`config.mk`:
```
export PLATFORM = sky130hd
export DESIGN_NAME = accumulator_nbit
export DESIGN_NICKNAME = d
export VERILOG_FILES = /design/src/rtl/accum_pkg.sv /design/src/rtl/adder_nbit.sv /design/src/rtl/accumulator_nbit.sv
export SDC_FILE = /design/constraint.sdc
export NUM_CORES = 1
export LEC_CHECK = 0
export ABC_AREA = 1
export CORE_MARGIN = 3
export CORE_UTILIZATION = 47
export CTS_BUF_LIST = sky130_fd_sc_hd__clkbuf_4
export CTS_CLUSTER_DIAMETER = 30
export DETAILED_ROUTE_END_ITERATION = 12
export PLACE_DENSITY = 0.78
export SLEW_MARGIN = 10
export SYNTH_ARGS = -nofsm -noshare
export SYNTH_HDL_FRONTEND = slang
export SYNTH_SLANG_ARGS = --single-unit
```
`constraint.sdc`:
```
create_clock -name clk -period 2.7 [get_ports clk]
set_input_delay 0.54 -clock clk [delete_from_list [all_inputs] [get_ports clk]]
set_output_delay 0.54 -clock clk [all_outputs]
set_load 0.01 [all_outputs]
```
`src/rtl/accum_pkg.sv`:
```
// Shared types and default sizing for the accumulator slice.
package accum_pkg;

  typedef enum logic [1:0] {
    IDLE  = 2'd0,
    ACCUM = 2'd1,
    DONE  = 2'd2
  } accum_state_t;

  localparam int ACCUM_NUM_BITS  = 4;
  localparam int ACCUM_NUM_TERMS = 4;

endpackage

```
`src/rtl/adder_nbit.sv`:
```
// Unsigned ripple adder: {overflow, sum} = a + b + carry_in.
module adder_nbit #(
  parameter int NUM_BITS = 4
) (
  input  logic [NUM_BITS-1:0] a,
  input  logic [NUM_BITS-1:0] b,
  input  logic                carry_in,
  output logic [NUM_BITS-1:0] sum,
  output logic                overflow
);

  // Full-width add; the extra bit is the carry-out.
  always_comb begin
    {overflow, sum} = {1'b0, a} + {1'b0, b} + {{NUM_BITS{1'b0}}, carry_in};
  end

endmodule

```
`src/rtl/accumulator_nbit.sv`:
```
// Streaming accumulator: sums NUM_TERMS operands through adder_nbit and
// presents the total plus a sticky carry flag on an output handshake.
// Optional build macro: ACCUM_SATURATE_EN (clamp the sum to all ones on carry).
//
// state | meaning
// IDLE  | waiting for start; no handshakes
// ACCUM | accepting operands, one per cycle
// DONE  | result held until out_ready
import accum_pkg::*;

module accumulator_nbit #(
  parameter int NUM_BITS  = ACCUM_NUM_BITS,
  parameter int NUM_TERMS = ACCUM_NUM_TERMS
) (
  input  logic                clk,
  input  logic                rst,
  input  logic                start,
  input  logic                in_valid,
  input  logic [NUM_BITS-1:0] in_data,
  output logic                in_ready,
  output logic                out_valid,
  input  logic                out_ready,
  output logic [NUM_BITS-1:0] result,
  output logic                overflow,
  output logic                busy
);

  localparam int CW = $clog2(NUM_TERMS + 1);

  accum_state_t        state, state_nxt;
  logic [NUM_BITS-1:0] acc, acc_nxt;
  logic [CW-1:0]       count, count_nxt;
  logic                ovf, ovf_nxt;
  logic [NUM_BITS-1:0] add_sum;
  logic                add_carry;
  logic                take;

  adder_nbit #(.NUM_BITS(NUM_BITS)) u_adder (
    .a        (acc),
    .b        (in_data),
    .carry_in (1'b0),
    .sum      (add_sum),
    .overflow (add_carry)
  );

  // Handshake and status outputs depend on state only; result and flag are
  // masked outside DONE so nothing partial is ever visible.
  assign take      = in_valid && (state == ACCUM);
  assign in_ready  = (state == ACCUM);
  assign out_valid = (state == DONE);
  assign busy      = (state != IDLE);
  assign result    = (state == DONE) ? acc : '0;
  assign overflow  = (state == DONE) ? ovf : 1'b0;

  // Next-state and datapath update.
  always_comb begin
    state_nxt = state;
    acc_nxt   = acc;
    count_nxt = count;
    ovf_nxt   = ovf;
    case (state)
      IDLE: begin
        if (start) begin
          acc_nxt   = '0;
          count_nxt = '0;
          ovf_nxt   = 1'b0;
          state_nxt = ACCUM;
        end
      end
      ACCUM: begin
        if (take) begin
`ifdef ACCUM_SATURATE_EN
          acc_nxt = add_carry ? {NUM_BITS{1'b1}} : add_sum;
`else
          acc_nxt = add_sum;
`endif
          ovf_nxt   = ovf | add_carry;
          count_nxt = count + CW'(1);
          if (count == CW'(NUM_TERMS - 1)) begin
            state_nxt = DONE;
          end
        end
      end
      DONE: begin
        if (out_ready) begin
          state_nxt = IDLE;
        end
      end
      default: state_nxt = IDLE;
    endcase
  end

  // State and datapath registers with synchronous reset.
  always_ff @(posedge clk) begin
    if (rst) begin
      state <= IDLE;
      acc   <= '0;
      count <= '0;
      ovf   <= 1'b0;
    end else begin
      state <= state_nxt;
      acc   <= acc_nxt;
      count <= count_nxt;
      ovf   <= ovf_nxt;
    end
  end

endmodule

```
==> flow_summary.json, run 1 <==
{
  "final_cell_mix": "16 x clkdlybuf4s50_1, 15 x inv_1, 13 x nand2_1",
  "met3_usage": 0.0429,
  "dpl.cell_count": 116,
  "cpMaxStageDelayCell": "clkdlybuf4s50_1",
  "nNetsFinal": 123,
  "track_usage": 0.160,
  "status": "complete, no violations",
  "grt_remaining_overflow": 0,
  "period_needed_ns": 2.10,
  "wl_um": 1230,
  "cts_buffers": 3,
  "required_ns": 2.16,
  "port_buffers": 16,
  "post_drt_wl_per_cell_um": 10.3,
  "tightest_slew_ns": 0.290,
  "grt_pass1_wl_um": 2170,
  "slowest_delay_ns": 0.54,
  "top_usage_layer": "met2",
  "grt_use_met2": 0.243,
  "use_met1": 0.199,
  "dpl_cell_area_sq_um": 796,
  "dieWidth_um": 42.4,
  "dp_hpwl_um": 1010,
  "syn_inst": 87,
  "power.density_mw_per_mm2": 405,
  "ir_drop_mv": 0.235,
  "setup_viol": 0,
  "cp-end-kind": "primary output",
  "crit_cells": 5,
  "cts_tree": "yes",
  "rsz0062_at_grt": "false",
  "fin_setup_tns_ns": 0,
  "fillers": 107,
  "synth.area.top_cells": "dfxtp_1 32%, ha_1 12%, inv_1 9.1%, nand2_1 7.8%, a21oi_1 7.2%",
  "slew_headroom": 0.806,
  "coreArea_sq_mm": 0.00117,
  "syn-num-nets": 103,
  "startpoint_type": "flip-flop",
  "ant_nets": 0,
  "grt_max_degree": 9,
  "clk_latency_ns": 0.27,
  "post_cts_buffers": 0,
  "drt-vias-per-instance": 4.82,
  "critPathKind": "flip-flop to primary output",
  "synth_top_area_frac": 0.322,
  "p_leak_nw": 0.350,
  "gp_congestion": 0.824,
  "yosysSeqAreaShare": 0.322,
  "syn_area_sq_um": 622,
  "ctsResizeCount": 0,
  "drc": 0,
  "ys_types": 17,
  "finClkSkew_ns": 0.00351,
  "drt_iter0_markers": 8,
  "drv_cap": 0,
  "hold_depth": 2,
  "crit_chain": "inv_1 > nor2_4 > inv_2 > nor2_1 > clkdlybuf4s50_1",
  "cts.reportedPaths.clkPinSlew_ns": 0.07,
  "cts_buffer_depth": 2,
  "synthToLayoutAreaGrowth_pct": 32.2,
  "worst-endpoint-arrival_ns": 1.56,
  "final_common_cell": "clkdlybuf4s50_1",
  "antenna_found_initial": 0,
  "start_util": 0.531,
  "cp_max_fo": 6,
  "fmax_ghz": 0.476,
  "crit_family": "buffers and inverters",
  "clock_sinks": 10,
  "ys_warn_count": 0,
  "reg2reg_depth": 8,
  "grt_pass1_vias": 524,
  "ys_ff_latch": 10,
  "via_count": 578,
  "cts-root-buf": "clkbuf_4",
  "fin_area_sq_um": 822,
  "die_area_sq_mm": 0.00180,
  "io_pins": 17,
  "drive_above_1_share": 0.104,
  "holdCritPathClass": "flip-flop to flip-flop",
  "synth_top_cell_by_area": "dfxtp_1",
  "period_share": 0.779,
  "diodes": 0,
  "htreeDepth": 1,
  "syn-mean-instance-area_sq_um": 7.15,
  "firstDrtPassIters": 2,
  "crit_buf_inv": 3,
  "slew_violations": 0,
  "finalNonFillerCells": 120,
  "dieHeight_um": 42.4,
  "holdBufCountCts": 0,
  "hold_viol_final": 0,
  "num_rows": 12
}
-- state kept, by name, summed over array words and instances, names as in the netlist --
signal and cells:
acc 4, count 3, ovf 1, state 2
-- power by group --
group,switching (mW),leakage (nW),internal [mW],total [mW]
logic,0.0344,0.253,0.0303,0.0647
clock network,0.0568,0.0154,0.0535,0.110
registers,0.00477,0.0814,0.153,0.158
-- worst reg2reg max path: stages, from the launching register on --
cell     delay [ns]
dfxtp_1        0.36
ha_1           0.18
inv_1          0.06
fa_1           0.36
inv_1          0.09
nor2_1         0.04
o21ai_0        0.16
nand2_1        0.06
nor2_1         0.09
-- worst paths after layout --
path	from	to	slack, ns
hold / removal	ovf	ovf	0.46
setup reg to reg	acc[0]	acc[2]	1.23
hold reg to reg	ovf	ovf	0.46
setup / recovery	state[1]	result[1]	0.60
-- synth_stat cells --
library cell	instances
inv_1	15
nand2_1	13
dfxtp_1	10
nor2_1	10
a21oi_1	9
nand3_1	9
ha_1	6
inv_2	3
nor2_4	2
o21ai_0	2
o22ai_1	2
buf_1	1
fa_1	1
nand2_2	1
nand2_4	1
nand3_2	1
or2_1	1
-- routing by layer --
layer	wire length, um	vias to the layer above	part of all wire
li1	-	315	-
met5	0	-	0
met4	18	0	0.015
met3	53	4	0.043
met1	561	249	0.45
met2	600	10	0.49
-- per-stage QoR --
step                power (mW)   util  setup slack [ns]  hold slack [ns]
detailed placement       0.227  0.679             0.597            0.451
global route             0.353  0.702             0.460            0.507
finish                   0.333  0.702             0.598            0.457
floorplan                0.200      -              1.19            0.428
CTS                      0.338  0.702             0.572            0.462
global placement         0.225  0.679             0.673            0.443
-- logic make-up after synthesis --
logic type               Yosys count  share of synthesized area
AND/OR/NAND/NOR                   38                      0.302
flip-flops                        10                      0.322
adder cells (fa/ha/maj)            7                      0.153
AO/OA/AOI/OAI                     13                      0.109
buffers and inverters             19                      0.115
-- layout make-up --
type                    instances  area (sq um)  area share
multi-input cells              58           350       0.426
flip-flops and latches         10           200       0.244
repair buffers                 16           160       0.195
inverters                      18          67.6      0.0822
clock buffers                   3          22.5      0.0274
well taps                      14          17.5      0.0213
clock inverters                 1          3.75     0.00457
Note: power is estimated with default switching activity, not from simulation.
==> inputs of run 2 (changes only) <==
- clock period: 2.7 -> 2 ns (I/O delays scaled with it)
==> run 2 against run 1 <==
Global-route usage about the same. Design area up 2.3%. Power grew 33%. Wire length up 7.1%.
==> flow_summary.json, run 2 (synthesized netlist as in run 1, its figures left out) <==
{
  "crit_family": "buffers and inverters",
  "pwr-share-clk": 0.315,
  "coreArea_sq_mm": 0.00117,
  "period_needed_ns": 1.92,
  "clk_latency_ns": 0.27,
  "cts_buffers": 3,
  "r2r_setup_slack_ns": 0.60,
  "via_count": 582,
  "p_leak_nw": 0.430,
  "place_ws_ns": 0.0440,
  "worst_hold_slack_ns": 0.462,
  "period_share": 0.959,
  "power.total_mw": 0.445,
  "firstDrtPassIters": 4,
  "drc": 0,
  "r2r_end": "acc[2]",
  "final_common_cell": "inv_1",
  "regToRegStartpoint": "acc[0]",
  "fillers": 116,
  "ctsResizeCount": 0,
  "power_frac_seq": 0.480,
  "gp_congestion": 0.857,
  "p_sw_frac": 0.277,
  "drv_cap": 0,
  "num_rows": 12,
  "io_pins": 17,
  "antenna_found_initial": 0,
  "finish.utilization": 0.718,
  "dpl_cell_area_sq_um": 803,
  "fin_setup_tns_ns": 0,
  "diodes": 0,
  "critPathKind": "flip-flop to primary output",
  "cts-root-buf": "clkbuf_4",
  "slew_headroom": 0.886,
  "cts_buffer_depth": 2,
  "p_comb_frac": 0.204,
  "setup_viol": 0,
  "die_area_sq_mm": 0.00180,
  "dieWidth_um": 42.4,
  "reg2reg_depth": 8,
  "dpl.cell_count": 117,
  "finalWorstSetupSlack_ns": 0.0815,
  "min_from": "ovf",
  "p_sw_mw": 0.123,
  "cp-end-kind": "primary output",
  "largest_register": "acc",
  "met2_length_um": 667,
  "holdBufCountCts": 0,
  "internal_power_mw": 0.321,
  "cts_tree": "yes",
  "dieHeight_um": 42.4,
  "nNetsFinal": 124,
  "drt-vias-per-instance": 4.81,
  "power.density_mw_per_mm2": 529,
  "slew_violations": 0,
  "synthToLayoutAreaGrowth_pct": 35.2,
  "wl_met1_um": 584,
  "drive_above_1_share": 0.121,
  "ant_nets": 0,
  "hold_viol_final": 0,
  "finClkSkew_ns": 0.0104,
  "grt_pass1_vias": 546,
  "crit_chain": "inv_1 > nor2_4 > inv_2 > nor2_1 > clkdlybuf4s50_1",
  "post_cts_buffers": 0,
  "finalNonFillerCells": 121,
  "largest_reg_flops": 4,
  "wl_um": 1320,
  "track_usage": 0.159,
  "post_drt_wl_per_cell_um": 10.9,
  "largest_registers": "acc: 4 flops, count: 3 flops, state: 2 flops",
  "port_buffers": 16,
  "final_cell_mix": "15 x inv_1, 13 x nand2_1, 12 x clkdlybuf4s50_1",
  "holdCritPathClass": "flip-flop to flip-flop",
  "hold_depth": 2,
  "clock_sinks": 10,
  "crit_buf_inv": 3,
  "drt_iter0_markers": 10,
  "required_ns": 1.60,
  "fin_area_sq_um": 841,
  "dp_hpwl_um": 1080,
  "cp_max_fo": 6,
  "cts.reportedPaths.clkPinSlew_ns": 0.07,
  "min_to": "ovf",
  "worst-endpoint-arrival_ns": 1.52,
  "grt_max_degree": 8,
  "top_layer": "met3",
  "grt_pass1_wl_um": 2190,
  "start_util": 0.531,
  "htreeDepth": 1,
  "startpoint_type": "flip-flop",
  "cpMaxStageDelayCell": "clkdlybuf4s50_1",
  "wl_met3_um": 68,
  "slowest_delay_ns": 0.54,
  "rsz0062_at_grt": "false",
  "ir_drop_mv": 0.591,
  "grt_remaining_overflow": 0,
  "fmax_ghz": 0.521,
  "tightest_slew_ns": 0.171,
  "status": "complete, no violations"
}
[run 2: worst max-delay path by stage]
stage,from,endpoint,cells past startpoint
after detailed placement,in_data[0],acc[2],9
final,state[1],result[1],5
after CTS,state[1],result[0],5
after global placement,in_data[0],acc[2],9
after floorplan,in_data[0],acc[2],8
after global routing,state[1],result[1],5
[run 2: worst min-delay path, cell delays in order, from the launching register on]
cell	delay, ns
dfxtp_1	0.30
inv_1	0.06
a21oi_1	0.06
[run 2: area by class of cell]
class | count | area [sq um] | area share
clock inverter | 1 | 3.75 | 0.00446
multi-input combinational | 58 | 350 | 0.417
timing repair buffer | 17 | 178 | 0.211
inverter | 18 | 67.6 | 0.0804
sequential | 10 | 201 | 0.240
tap | 14 | 17.5 | 0.0208
clock buffer | 3 | 22.5 | 0.0268
[run 2: power groups by stage]
stage	logic, mW	registers, mW	clock network, mW
after floorplan	0.0541	0.216	0
after global placement	0.0880	0.218	0
after detailed placement	0.0910	0.218	0
after CTS	0.0911	0.213	0.147
after global routing	0.101	0.214	0.157
final	0.0908	0.214	0.140
[run 2: metal layers]
| metal | vias up | track usage |
|---|---|---|
| met4 | 0 | 0.0186 |
| met5 | - | 0 |
| met2 | 11 | 0.286 |
| met3 | 0 | 0.0644 |
| li1 | 317 | - |
| met1 | 254 | 0.181 |
